`config.mk`:
```
export PLATFORM = sky130hd
export DESIGN_NAME = rtc_bus_cycle_flat
export DESIGN_NICKNAME = d
export VERILOG_FILES = /design/src/rtl/rtc_bus_cycle_if.sv /design/src/rtl/rtc_bus_cycle.sv /design/src/flat_wrapper.sv
export SDC_FILE = /design/constraint.sdc
export NUM_CORES = 1
export LEC_CHECK = 0
export ABC_AREA = 1
export CAP_MARGIN = 25
export CELL_PAD_IN_SITES_DETAIL_PLACEMENT = 0
export CELL_PAD_IN_SITES_GLOBAL_PLACEMENT = 1
export CORE_MARGIN = 2
export CORE_UTILIZATION = 38
export CTS_CLUSTER_DIAMETER = 60
export DETAILED_ROUTE_END_ITERATION = 16
export PLACE_DENSITY = 0.78
export SKIP_LAST_GASP = 1
export SYNTH_ARGS = -nofsm -noshare
export SYNTH_HDL_FRONTEND = slang
export SYNTH_SLANG_ARGS = --single-unit
export TNS_END_PERCENT = 5
```
`constraint.sdc`:
```
create_clock -name clk -period 1.65 [get_ports clk]
set_clock_uncertainty 0.15 [all_clocks]
set_input_delay 0.2475 -clock clk [delete_from_list [all_inputs] [get_ports clk]]
set_output_delay 0.2475 -clock clk [all_outputs]
set_load 0.01 [all_outputs]
```
`src/rtl/rtc_bus_cycle_if.sv`:
```
// RTC bus cycle handshake and strobe bundle.
// The master side is the upstream sequencer; the slave side is the cycle FSM.
interface rtc_bus_cycle_if;
    logic w_r;
    logic do_it;
    logic a_d;
    logic cs;
    logic rd;
    logic wr;
    logic send_add;
    logic send_data;
    logic read_data;
    logic done;

    modport master (
        output w_r, do_it,
        input  a_d, cs, rd, wr,
        input  send_add, send_data, read_data, done
    );

    modport slave (
        input  w_r, do_it,
        output a_d, cs, rd, wr,
        output send_add, send_data, read_data, done
    );
endinterface

```
`src/rtl/rtc_bus_cycle.sv`:
```
// Fixed 35-clk multiplexed RTC bus cycle generator.
// Moore outputs are decoded from the state and cycle counter only.
module rtc_bus_cycle (
    input  logic           clk,
    input  logic           reset,
    rtc_bus_cycle_if.slave bus
);
    typedef enum logic [2:0] {
        IDLE,
        ADDR,
        GAP,
        DATA,
        RECOV
    } state_e;

    state_e     state_q, state_d;
    logic [5:0] c_q, c_d;
    logic       w_r_q, w_r_d;

    always_ff @(posedge clk or posedge reset) begin
        if (reset) begin
            state_q <= IDLE;
            c_q     <= 6'd0;
            w_r_q   <= 1'b1;
        end else begin
            state_q <= state_d;
            c_q     <= c_d;
            w_r_q   <= w_r_d;
        end
    end

    always_comb begin
        state_d = state_q;
        c_d     = c_q + 6'd1;
        w_r_d   = w_r_q;
        unique case (state_q)
            IDLE: begin
                c_d = 6'd0;
                if (bus.do_it) begin
                    state_d = ADDR;
                    w_r_d   = bus.w_r;
                end
            end
            ADDR: begin
                if (c_q == 6'd10) state_d = GAP;
            end
            GAP: begin
                if (c_q == 6'd13) state_d = DATA;
            end
            DATA: begin
                if (c_q == 6'd30) state_d = RECOV;
            end
            RECOV: begin
                if (c_q == 6'd34) begin
                    c_d = 6'd0;
                    // Back-to-back requests re-latch direction here
                    if (bus.do_it) begin
                        state_d = ADDR;
                        w_r_d   = bus.w_r;
                    end else begin
                        state_d = IDLE;
                    end
                end
            end
            default: begin
                state_d = IDLE;
                c_d     = 6'd0;
            end
        endcase
    end

    logic a_d, cs, rd, wr;
    logic send_add, send_data, read_data, done;
    logic addr_cs, addr_wr, data_cs, data_st, data_rv;

    assign addr_cs = (c_q >= 6'd2)  && (c_q <= 6'd8);
    assign addr_wr = (c_q >= 6'd3)  && (c_q <= 6'd7);
    assign data_cs = (c_q >= 6'd16) && (c_q <= 6'd28);
    assign data_st = (c_q >= 6'd17) && (c_q <= 6'd27);
    assign data_rv = (c_q >= 6'd26) && (c_q <= 6'd27);

    always_comb begin
        a_d       = 1'b1;
        cs        = 1'b1;
        rd        = 1'b1;
        wr        = 1'b1;
        send_add  = 1'b0;
        send_data = 1'b0;
        read_data = 1'b0;
        done      = 1'b0;
        unique case (state_q)
            ADDR: begin
                a_d      = 1'b0;
                send_add = 1'b1;
                cs       = ~addr_cs;
                wr       = ~addr_wr;
            end
            DATA: begin
                cs = ~data_cs;
                if (w_r_q) begin
                    send_data = 1'b1;
                    wr        = ~data_st;
                end else begin
                    rd        = ~data_st;
                    read_data = data_rv;
                end
            end
            RECOV: begin
                done = (c_q == 6'd34);
            end
            default: ;
        endcase
    end

    assign bus.a_d       = a_d;
    assign bus.cs        = cs;
    assign bus.rd        = rd;
    assign bus.wr        = wr;
    assign bus.send_add  = send_add;
    assign bus.send_data = send_data;
    assign bus.read_data = read_data;
    assign bus.done      = done;
endmodule

```
`src/flat_wrapper.sv`:
```
// flat-port wrapper written by rule: the top's interface ports become plain ports
module rtc_bus_cycle_flat 
  (clk, reset, bus_w_r, bus_do_it, bus_a_d, bus_cs, bus_rd, bus_wr, bus_send_add, bus_send_data, bus_read_data, bus_done);
  rtc_bus_cycle_if bus_i ();
  input  logic clk;
  input  logic reset;
  input wire logic [$bits(bus_i.w_r)-1:0] bus_w_r;
  input wire logic [$bits(bus_i.do_it)-1:0] bus_do_it;
  output wire logic [$bits(bus_i.a_d)-1:0] bus_a_d;
  output wire logic [$bits(bus_i.cs)-1:0] bus_cs;
  output wire logic [$bits(bus_i.rd)-1:0] bus_rd;
  output wire logic [$bits(bus_i.wr)-1:0] bus_wr;
  output wire logic [$bits(bus_i.send_add)-1:0] bus_send_add;
  output wire logic [$bits(bus_i.send_data)-1:0] bus_send_data;
  output wire logic [$bits(bus_i.read_data)-1:0] bus_read_data;
  output wire logic [$bits(bus_i.done)-1:0] bus_done;
  assign bus_i.w_r = bus_w_r;
  assign bus_i.do_it = bus_do_it;
  assign bus_a_d = bus_i.a_d;
  assign bus_cs = bus_i.cs;
  assign bus_rd = bus_i.rd;
  assign bus_wr = bus_i.wr;
  assign bus_send_add = bus_i.send_add;
  assign bus_send_data = bus_i.send_data;
  assign bus_read_data = bus_i.read_data;
  assign bus_done = bus_i.done;
  rtc_bus_cycle u_core (.clk(clk), .reset(reset), .bus(bus_i));
endmodule
```
==> reports/metrics.cfg, run 1 <==
[pwr]
pwr-share-clk_pct = 9.4
vdd_drop_max_v = 0.00111
leakage_nw = 0.692
netSwitchingFraction_pct = 44.0
p_comb_share_pct = 71.4
power_per_cell_area_mw_per_mm2 = 1750
p_total_mw = 2.48
seq_power_share_pct = 19.2
p_int_mw = 1.39
switching_power_mw = 1.09

[routing]
drt_pre_antenna_iters = 4
drc = 0
num_vias = 951
drtAntennaViolNets = 0
wl_mm = 2.59
viasPerCell = 4.68
wl_per_cell_um = 12.8
drt_iter0_drc = 12

[cells_and_area]
num-fill-cells = 201
final_area_mm2 = 0.00142
final_common_cell = buf_4
final_nets = 185
diodes = 0
area_growth_pct = 67.0
utilization_pct = 65.4
drive_gt1_share_pct = 52.6
ff_latch_area_um2 = 255
multi_input_area_um2 = 604
mostFrequentLayoutCells = 39 x buf_4, 15 x nor2_1, 15 x nand2_1

[clock_tree]
cts_made_buffers = 3
clkSinkCount = 10
clk_path_buf_depth = 2
clk_latency_ns = 0.28
path_clk_slew_ns = 0.08
htreeDepth = 1
clockRootBuffer = clkbuf_4
cts_tree = done

[placed_design]
place_ws_ns = -0.464
dp_hpwl_mm = 1.88
placed_cell_area_mm2 = 0.00123
gp_congestion = 0.865
port_buffers = 11

[status]
outcome = complete, but fails checks
violations = negative setup slack

[setup_path]
cp_num_buf_inv = 3
end_kind = primary output
crit_top_cell = nand2_1
crit_start = u_core.c_q[1]
required_ns = 1.25
r2r-start = u_core.c_q[0]
path_class = reg -> out
path_max_fanout = 3
worstSetupStartpointType = register
max_stage_delay_ns = 0.42
path_cells = buf_4 -> ha_4 -> inv_2 -> o21ai_1 -> nand2_1 -> nand2_1 -> nor2_1 -> buf_2
critPathArrivalTime_ns = 1.56
critical_path.top_delay_family = flip-flops
slowest_stage = dfrtp_1

[timing]
final_max_slew_viol_count = 0
slew_headroom_pct = 72.2
post-route-period-util_pct = 119
worst_slack_ns = -0.311
rsz0062_at_grt = true
max_freq_mhz = 510
hold_viol = 0
fin_crit_ns = 1.96
worst_slew_pin_slew_ns = 0.417
finalSetupTns_ns = -2.09
setup_viol = 15

[synth]
synthArstFlopShare_pct = 100
yosysSeqAreaShare_pct = 29.6
synth_edf_count = 0
synth_area_um2 = 850
synth_nets = 130
synth.distinct_cells = 28
synthCells = 121
synthFlopType = dfrtp_1
ys_ff_latch = 10
avgSynthCellArea_um2 = 7.02
ys_warn_count = 0

[floorplanning]
io_pins = 12
die_w_um = 51.3
core_region_area_mm2 = 0.00217
dieArea_mm2 = 0.00263
die_height_um = 51.3
placementRows = 17
initial_utilization_pct = 39.2

[grt]
grt_antenna_before_repair = 0
grt_usage_pct = 22.4
grt_pass1_wl_mm = 4.31
grt_max_degree = 11
grt-ovfl-total = 0
grt_pass1_vias = 990

[run]
cap_violations = 0

[min_path]
hp-class = in -> async

## metrics by stage
stage | cells | hold WS [ns]
2_1_floorplan | 121 | -0.0630
3_3_place_gp | 191 | 0.412
3_5_place_dp | 191 | 0.416
4_1_cts | 202 | 0.116
5_1_grt | 203 | 0.135
6_report | 203 | 0.100
## layer usage
metal	vias up	share of wire (%)	global-route usage (%)
li1	494	-	-
met1	438	41	25.2
met2	17	56	40.9
met3	2	2.8	3.80
met4	0	0.58	10.1
met5	-	0	0
## repair_timing
| action | 4_1_cts | 5_1_grt |
|---|---|---|
| hold buffers | 0 | 0 |
| buffers inserted | 8 | 1 |
| setup endpoints to repair | 18 | 18 |
| gates resized for setup | 44 | 11 |
| pin swaps | 7 | 6 |
## area by class of cell
class	count	area share [%]
Inverter	22	6.00
Sequential cell	10	18.0
Timing Repair Buffer	52	28.4
Multi-Input combinational cell	87	42.6
Tap cell	28	2.47
Clock buffer	4	2.56
## power by group through the flow
stage,Combinational (mW),Sequential (mW),Clock (mW)
final,1.77,0.477,0.234
after global routing,1.97,0.489,0.256
after CTS,1.70,0.465,0.235
after detailed placement,1.48,0.457,0
after global placement,1.46,0.449,0
after floorplan,0.774,0.460,0
## synthesized netlist by cell type, types with 2 or more instances
cell     instances  area, um^2
nor3_2           2        20.0
nand3_1         14        70.1
nor2_1          17        63.8
o21ai_1          3        15.0
nand2_1         18        67.6
xor2_1           2        17.5
nor2_4           3        33.8
nand4_1          2        12.5
inv_2            6        22.5
nor3_1           3        15.0
inv_1           16        60.1
nor2_2           2        12.5
a21oi_1          6        30.0
dfrtp_1          9         225
ha_1             5        62.6
## path summary, 6_finish.rpt
kind | cells after the start | endpoint | slack, ns
worst max register to register | 10 | u_core.state_q[2] | -0.07
min in group clk | 3 | u_core.w_r_q | 0.37
worst min register to register | 3 | u_core.w_r_q | 0.43
max in group asynchronous | 2 | u_core.c_q[3] | 0.92
worst max-delay path | 8 | bus_read_data | -0.31
worst min-delay path | 2 | u_core.c_q[1] | 0.10
## cells by family (layout without fill, tap and decap cells)
logic type	Yosys count	in the layout	share of synthesized area (%)
and+or+nand+nor	65	65	38.7
buffers and inverters	24	78	11.2
AOI/OAI and AO/OA	14	14	10.0
DFF	10	10	29.6
adders and majority gates	5	5	7.36
xor gates and xnor gates	3	3	3.09
## flip-flops by register name (all words and copies together), names as in the netlist
signal,flops
u_core.c_q,6
u_core.state_q,3
u_core.w_r_q,1
Note: power is estimated with default switching activity, not from simulation.
==> run 2, diff against run 1 <==
--- a/config.mk
+++ b/config.mk
@@ -5,7 +5,6 @@
 export SDC_FILE = /design/constraint.sdc
 export NUM_CORES = 1
 export LEC_CHECK = 0
-export ABC_AREA = 1
 export CAP_MARGIN = 25
 export CELL_PAD_IN_SITES_DETAIL_PLACEMENT = 0
 export CELL_PAD_IN_SITES_GLOBAL_PLACEMENT = 1
@@ -13,7 +12,8 @@
 export CORE_UTILIZATION = 38
 export CTS_CLUSTER_DIAMETER = 60
 export DETAILED_ROUTE_END_ITERATION = 16
-export PLACE_DENSITY = 0.78
+export PLACE_DENSITY = 0.76
+export SETUP_SLACK_MARGIN = 0.5
 export SKIP_LAST_GASP = 1
 export SYNTH_ARGS = -nofsm -noshare
 export SYNTH_HDL_FRONTEND = slang
==> reports/metrics.cfg, run 2 <==
[placed_design]
place_ws_ns = -0.688  ; -0.224 ns
port_buffers = 11  ; unchanged
dp_hpwl_mm = 1.52  ; -20%
gp_congestion = 0.806  ; -6.8%

[grt]
grt_pass1_wl_mm = 3.09  ; -28%
grt-ovfl-total = 0  ; unchanged
grt_antenna_before_repair = 0  ; unchanged
grt_max_degree = 11  ; unchanged
grt_usage_pct = 19.9  ; -2.5 points
grt_pass1_vias = 693  ; -30%

[synth]
synthCells = 87  ; -28%
synth_commonest_cells = 9 x dfrtp_1, 9 x nand3_1, 8 x nor2_1
synth_nets = 96  ; -26%
ys_warn_count = 0  ; unchanged
synth_largest_area_cell = dfrtp_1
avgSynthCellArea_um2 = 8.46  ; +20%
synthFlopType = dfrtp_1
synth_area_um2 = 736  ; -13%
yosysTopAreaCellShare_pct = 30.6  ; +4.1 points
yosysSeqAreaShare_pct = 34.2  ; +4.6 points
synthArstFlopShare_pct = 100  ; unchanged
ys_ff_latch = 10  ; unchanged
synth.distinct_cells = 36  ; +29%
synth.area.top_cells = dfrtp_1 31%, ha_1 8.5%, nand3_1 6.1%
synth_edf_count = 0  ; unchanged

[min_path]
hp-class = in -> async

[routing]
drt-met1-wl_um = 887  ; -16%
viasPerCell = 4.95  ; +5.8%
num_vias = 768  ; -19%
wl_met3_um = 88  ; +22%
wl_per_cell_um = 13.2  ; +3.8%
wl_mm = 2.05  ; -21%
topRoutingLayerUsed = met4
drtAntennaViolNets = 0  ; unchanged
drc = 0  ; unchanged
drt_pre_antenna_iters = 4  ; unchanged
drt_iter0_drc = 13  ; +1
wl_met2_mm = 1.04  ; -28%

[floorplanning]
initial_utilization_pct = 41.3  ; +2.1 points
io_pins = 12  ; unchanged
die_height_um = 48  ; -6.4%
placementRows = 15  ; -2
dieArea_mm2 = 0.00230  ; -12%
die_w_um = 48  ; -6.4%
core_region_area_mm2 = 0.00178  ; -18%

[clock_tree]
cts_tree = done
htreeDepth = 1  ; unchanged
clk_path_buf_depth = 2  ; unchanged
clkSinkCount = 10  ; unchanged
clk_latency_ns = 0.27  ; about the same
clockRootBuffer = clkbuf_4
cts_made_buffers = 3  ; unchanged
path_clk_slew_ns = 0.07  ; about the same

[cells_and_area]
num-fill-cells = 162  ; -19%
largest_register_ffs = 6  ; unchanged
top_register = u_core.c_q
diodes = 0  ; unchanged
area_growth_pct = 61.9
final_nets = 140  ; -24%
final_common_cell = buf_4
drive_gt1_share_pct = 41.5  ; -11 points
reg.largest.list = u_core.c_q (6), u_core.state_q (3), u_core.w_r_q (1)
utilization_pct = 66.8  ; +1.4 points
mostFrequentLayoutCells = 32 x buf_4, 9 x nand3_1, 9 x dfrtp_1

[timing]
whs_ns = 0.0992  ; -0.00103 ns
rsz0062_at_grt = true
final_max_slew_viol_count = 0  ; unchanged
worst_slack_ns = -0.633  ; -0.323 ns
setup_viol = 16  ; +1
max_freq_mhz = 438  ; -14%
hold_viol = 0  ; unchanged
worst_slew_pin_slew_ns = 0.427  ; +0.00956 ns
post-route-period-util_pct = 138  ; +20 points
fin_crit_ns = 2.28  ; +0.323 ns
slew_headroom_pct = 71.5  ; -0.61 points

[setup_path]
worstSetupStartpointType = register
path_class = reg -> out
critPathArrivalTime_ns = 1.89  ; +0.33 ns
end_kind = primary output
path_max_fanout = 4  ; +1
required_ns = 1.25  ; about the same
r2r_setup_slack_ns = -0.42  ; -0.35 ns

[pwr]
vdd_drop_max_v = 0.00102  ; -7.9%
leakage_nw = 0.552  ; -20%
p_total_mw = 1.95  ; -22%
power_per_cell_area_mw_per_mm2 = 1640  ; -6.6%

[status]
outcome = complete, but fails checks
violations = negative setup slack

[run]
cap_violations = 0  ; unchanged

run 2: cell count changes after synthesis, sizes merged, moves of 4 or more:
| cell | previous run | this run |
|---|---|---|
| inv | 22 | 7 |
| nand2 | 19 | 6 |
| nand3 | 15 | 9 |
| nor2 | 22 | 8 |
| nor3 | 5 | 1 |
run 2: layer usage:
metal	up-vias	global-route usage (%)
met5	-	0
met4	0	5.95
met3	6	6.04
met2	16	34.7
met1	355	23.4
li1	391	-
run 2: critical path: stages (launching register included):
cell and delay, ns:
dfrtp_1 0.41, buf_6 0.14, ha_4 0.14, or4b_4 0.52, a21oi_4 0.14, o31a_1 0.14, buf_2 0.12
run 2: what timing repair did:
item / 4_1_cts / 5_1_grt
pin swaps: 3 / 6
hold endpoints to repair: 0 / 0
gates resized for setup: 13 / 13
hold buffers: 0 / 0
setup buffers: 4 / 1
setup endpoints to repair: 18 / 18
run 2: cell families (layout without fill, tap and decap cells):
logic type / count (synthesis) / after routing / synth area share, %
and+or+nand+nor: 39 / 39 / 28.4
DFF: 10 / 10 / 34.2
adders and majority gates: 5 / 5 / 8.50
buffers and inverters: 12 / 55 / 6.97
xor gates and xnor gates: 4 / 4 / 4.76
AOI/OAI and AO/OA: 15 / 15 / 14.1
muxes: 2 / 2 / 3.06
run 2: metrics by stage:
step / TNS (ns) / area [um^2] / cells
after floorplan: -0.599 / 749 / 87
after global placement: -6.66 / 1080 / 146
after detailed placement: -6.70 / 1080 / 146
after CTS: -7.40 / 1140 / 154
after global routing: -9.12 / 1190 / 155
final: -7.48 / 1190 / 155
run 2: report_power, final:
group / leakage, nW / internal, mW / switching [mW] / total, mW
Combinational: 0.406 / 0.712 / 0.561 / 1.27
Sequential: 0.125 / 0.337 / 0.110 / 0.448
Clock: 0.0210 / 0.134 / 0.0931 / 0.227
run 2: cell type report:
cell class | count | area, um^2 | share of cell area, %
tap | 25 | 31.3 | 2.63
inverter | 7 | 26.3 | 2.21
timing repair buffer | 44 | 350 | 29.4
multi-input combinational | 65 | 495 | 41.6
sequential | 10 | 251 | 21.1
clock buffer | 4 | 36.3 | 3.05
run 2: path summary, 6_finish.rpt:
path / startpoint / depth (start not counted) / end
max: u_core.c_q[0] / 6 / bus_wr
min: reset / 2 / u_core.c_q[0]
max reg2reg: u_core.c_q[0] / 8 / u_core.w_r_q
min reg2reg: u_core.state_q[2] / 2 / u_core.state_q[1]
max in group asynchronous: reset / 2 / u_core.w_r_q
min in group clk: bus_w_r / 2 / u_core.w_r_q
==> run 3, diff against run 2 <==
--- a/config.mk
+++ b/config.mk
@@ -5,6 +5,7 @@
 export SDC_FILE = /design/constraint.sdc
 export NUM_CORES = 1
 export LEC_CHECK = 0
+export ABC_AREA = 1
 export CAP_MARGIN = 25
 export CELL_PAD_IN_SITES_DETAIL_PLACEMENT = 0
 export CELL_PAD_IN_SITES_GLOBAL_PLACEMENT = 1
@@ -12,7 +13,7 @@
 export CORE_UTILIZATION = 38
 export CTS_CLUSTER_DIAMETER = 60
 export DETAILED_ROUTE_END_ITERATION = 16
-export PLACE_DENSITY = 0.76
+export PLACE_DENSITY = 0.78
 export SETUP_SLACK_MARGIN = 0.5
 export SKIP_LAST_GASP = 1
 export SYNTH_ARGS = -nofsm -noshare
==> reports/metrics.cfg, run 3 (synthesis gave the netlist of run 1 again) <==
[pwr]
netSwitchingFraction_pct = 44.1  ; +4.9 points
pwr-share-clk_pct = 8.0  ; -3.7 points
vdd_drop_max_v = 0.000877  ; -14%
p_int_mw = 1.32  ; +12%
seq_power_share_pct = 19.7  ; -3.3 points
p_comb_share_pct = 72.3  ; +7.0 points
switching_power_mw = 1.04  ; +36%
power_per_cell_area_mw_per_mm2 = 1720  ; +5.2%
leakage_nw = 0.697  ; +26%
p_total_mw = 2.36  ; +21%

[cells_and_area]
utilization_pct = 63.3  ; -3.5 points
multi_input_area_um2 = 559  ; +13%
area_growth_pct = 61.7
diodes = 0  ; unchanged
reg.largest.list = u_core.c_q (6), u_core.state_q (3), u_core.w_r_q (1)
final_cells = 205  ; +32%
ff_latch_area_um2 = 253  ; +0.50%
final_nets = 187  ; +34%
num-fill-cells = 212  ; +31%
final_area_mm2 = 0.00137  ; +15%
largest_register_ffs = 6  ; unchanged
mostFrequentLayoutCells = 41 x buf_4, 15 x nand2_1, 14 x inv_1
drive_gt1_share_pct = 48.6  ; +7.0 points
top_register = u_core.c_q
final_common_cell = buf_4

[setup_path]
critical_path.top_delay_family = flip-flops
slowest_stage = dfrtp_1
r2r-start = u_core.state_q[1]
r2r_setup_slack_ns = -0.06  ; +0.36 ns
required_ns = 1.25  ; about the same
path_class = reg -> out
max_stage_delay_ns = 0.40  ; -0.12 ns
end_kind = primary output
r2r_end = u_core.state_q[0]
cp_num_buf_inv = 3  ; +1
critPathArrivalTime_ns = 1.55  ; -0.34 ns
worstSetupStartpointType = register
path_max_fanout = 4  ; unchanged
reg2reg_depth = 11  ; +3
path_cells = buf_6 -> ha_1 -> inv_1 -> o21ai_1 -> nand2_1 -> nand2_1 -> nor2_2 -> buf_2
crit_top_cell = nand2_1

[clock_tree]
clockRootBuffer = clkbuf_4
cts_made_buffers = 3  ; unchanged
clkSinkCount = 10  ; unchanged
path_clk_slew_ns = 0.08  ; about the same
clk_path_buf_depth = 2  ; unchanged
ctsHoldBuffers = 0  ; unchanged
clk_latency_ns = 0.27  ; about the same
cts_tree = done
htreeDepth = 1  ; unchanged

[grt]
grt_pass1_wl_mm = 4.06  ; +31%
grt_max_degree = 11  ; unchanged
grt_pass1_vias = 931  ; +34%
grt_antenna_before_repair = 0  ; unchanged
grt_usage_pct = 20.9  ; +0.99 points
grt-ovfl-total = 0  ; unchanged

[floorplanning]
core_region_area_mm2 = 0.00217  ; +22%
io_pins = 12  ; unchanged
initial_utilization_pct = 39.2  ; -2.1 points
die_height_um = 51.3  ; +6.8%
die_w_um = 51.3  ; +6.8%
dieArea_mm2 = 0.00263  ; +14%
placementRows = 17  ; +2

[routing]
drtAntennaViolNets = 0  ; unchanged
drc = 0  ; unchanged
wl_per_cell_um = 11.9  ; -10%
drt_pre_antenna_iters = 4  ; unchanged
wl_mm = 2.44  ; +19%
num_vias = 999  ; +30%
drt_iter0_drc = 25  ; +12
viasPerCell = 4.87  ; -1.6%

[status]
violations = negative setup slack
outcome = complete, but fails checks

[min_path]
hp-class = in -> async

[timing]
finalSetupTns_ns = -2.09  ; +5.40 ns
slew_headroom_pct = 72.6  ; +1.0 points
rsz0062_at_grt = true
final_max_slew_viol_count = 0  ; unchanged
worst_slack_ns = -0.296  ; +0.337 ns
post-route-period-util_pct = 118  ; -20 points
worst_slew_pin_slew_ns = 0.411  ; -0.0155 ns
fin_crit_ns = 1.95  ; -0.337 ns
hold_viol = 0  ; unchanged
whs_ns = 0.108  ; +0.00914 ns
max_freq_mhz = 514  ; +17%
setup_viol = 12  ; -4

[placed_design]
place_ws_ns = -0.420  ; +0.268 ns
dp_hpwl_mm = 1.88  ; +24%
dp.cells = 196  ; +34%
placed_cell_area_mm2 = 0.00130  ; +21%
gp_congestion = 0.891  ; +10%
port_buffers = 11  ; unchanged

[run]
cap_violations = 0  ; unchanged

## run 3: power by group through the flow
| stage | sequential, mW | combinational (mW) | clock [mW] |
|---|---|---|---|
| 2_1_floorplan | 0.477 | 0.825 | 0 |
| 4_1_cts | 0.463 | 1.69 | 0.192 |
| 6_report | 0.467 | 1.71 | 0.188 |
| 3_5_place_dp | 0.476 | 1.59 | 0 |
| 3_3_place_gp | 0.475 | 1.55 | 0 |
| 5_1_grt | 0.483 | 1.88 | 0.208 |
## run 3: worst max-delay path by stage
stage                  start       endpoint  cells past startpoint  slack (ns)
5_1_grt        u_core.c_q[2]         bus_wr                      8       -0.41
2_1_floorplan  u_core.c_q[0]  bus_read_data                      6        0.13
4_1_cts        u_core.c_q[2]         bus_wr                      8       -0.30
3_3_place_gp   u_core.c_q[0]  bus_read_data                      7       -0.43
3_5_place_dp   u_core.c_q[0]  bus_read_data                      7       -0.42
6_report       u_core.c_q[0]  bus_read_data                      8       -0.30
## run 3: what timing repair did
item / CTS / global route
setup endpoints to repair: 18 / 18
gates cloned: 0 / 0
resized for setup: 29 / 5
pin swaps: 5 / 3
setup buffers: 5 / 0
## run 3: routing by layer
metal / track usage [%] / up-vias / wire length, um
met3: 2.92 / 6 / 110
met1: 27.4 / 466 / 1130
met4: 9.21 / 0 / 45
met5: 0 / - / 0
li1: - / 494 / -
met2: 34.2 / 33 / 1150
## run 3: final cells by class
cell class / instances / area share (%)
Sequential cell: 10 / 18.4
Timing Repair Buffer: 54 / 30.4
Clock buffer: 4 / 1.91
Multi-Input combinational cell: 87 / 40.7
Inverter: 22 / 6.01
Tap cell: 28 / 2.55
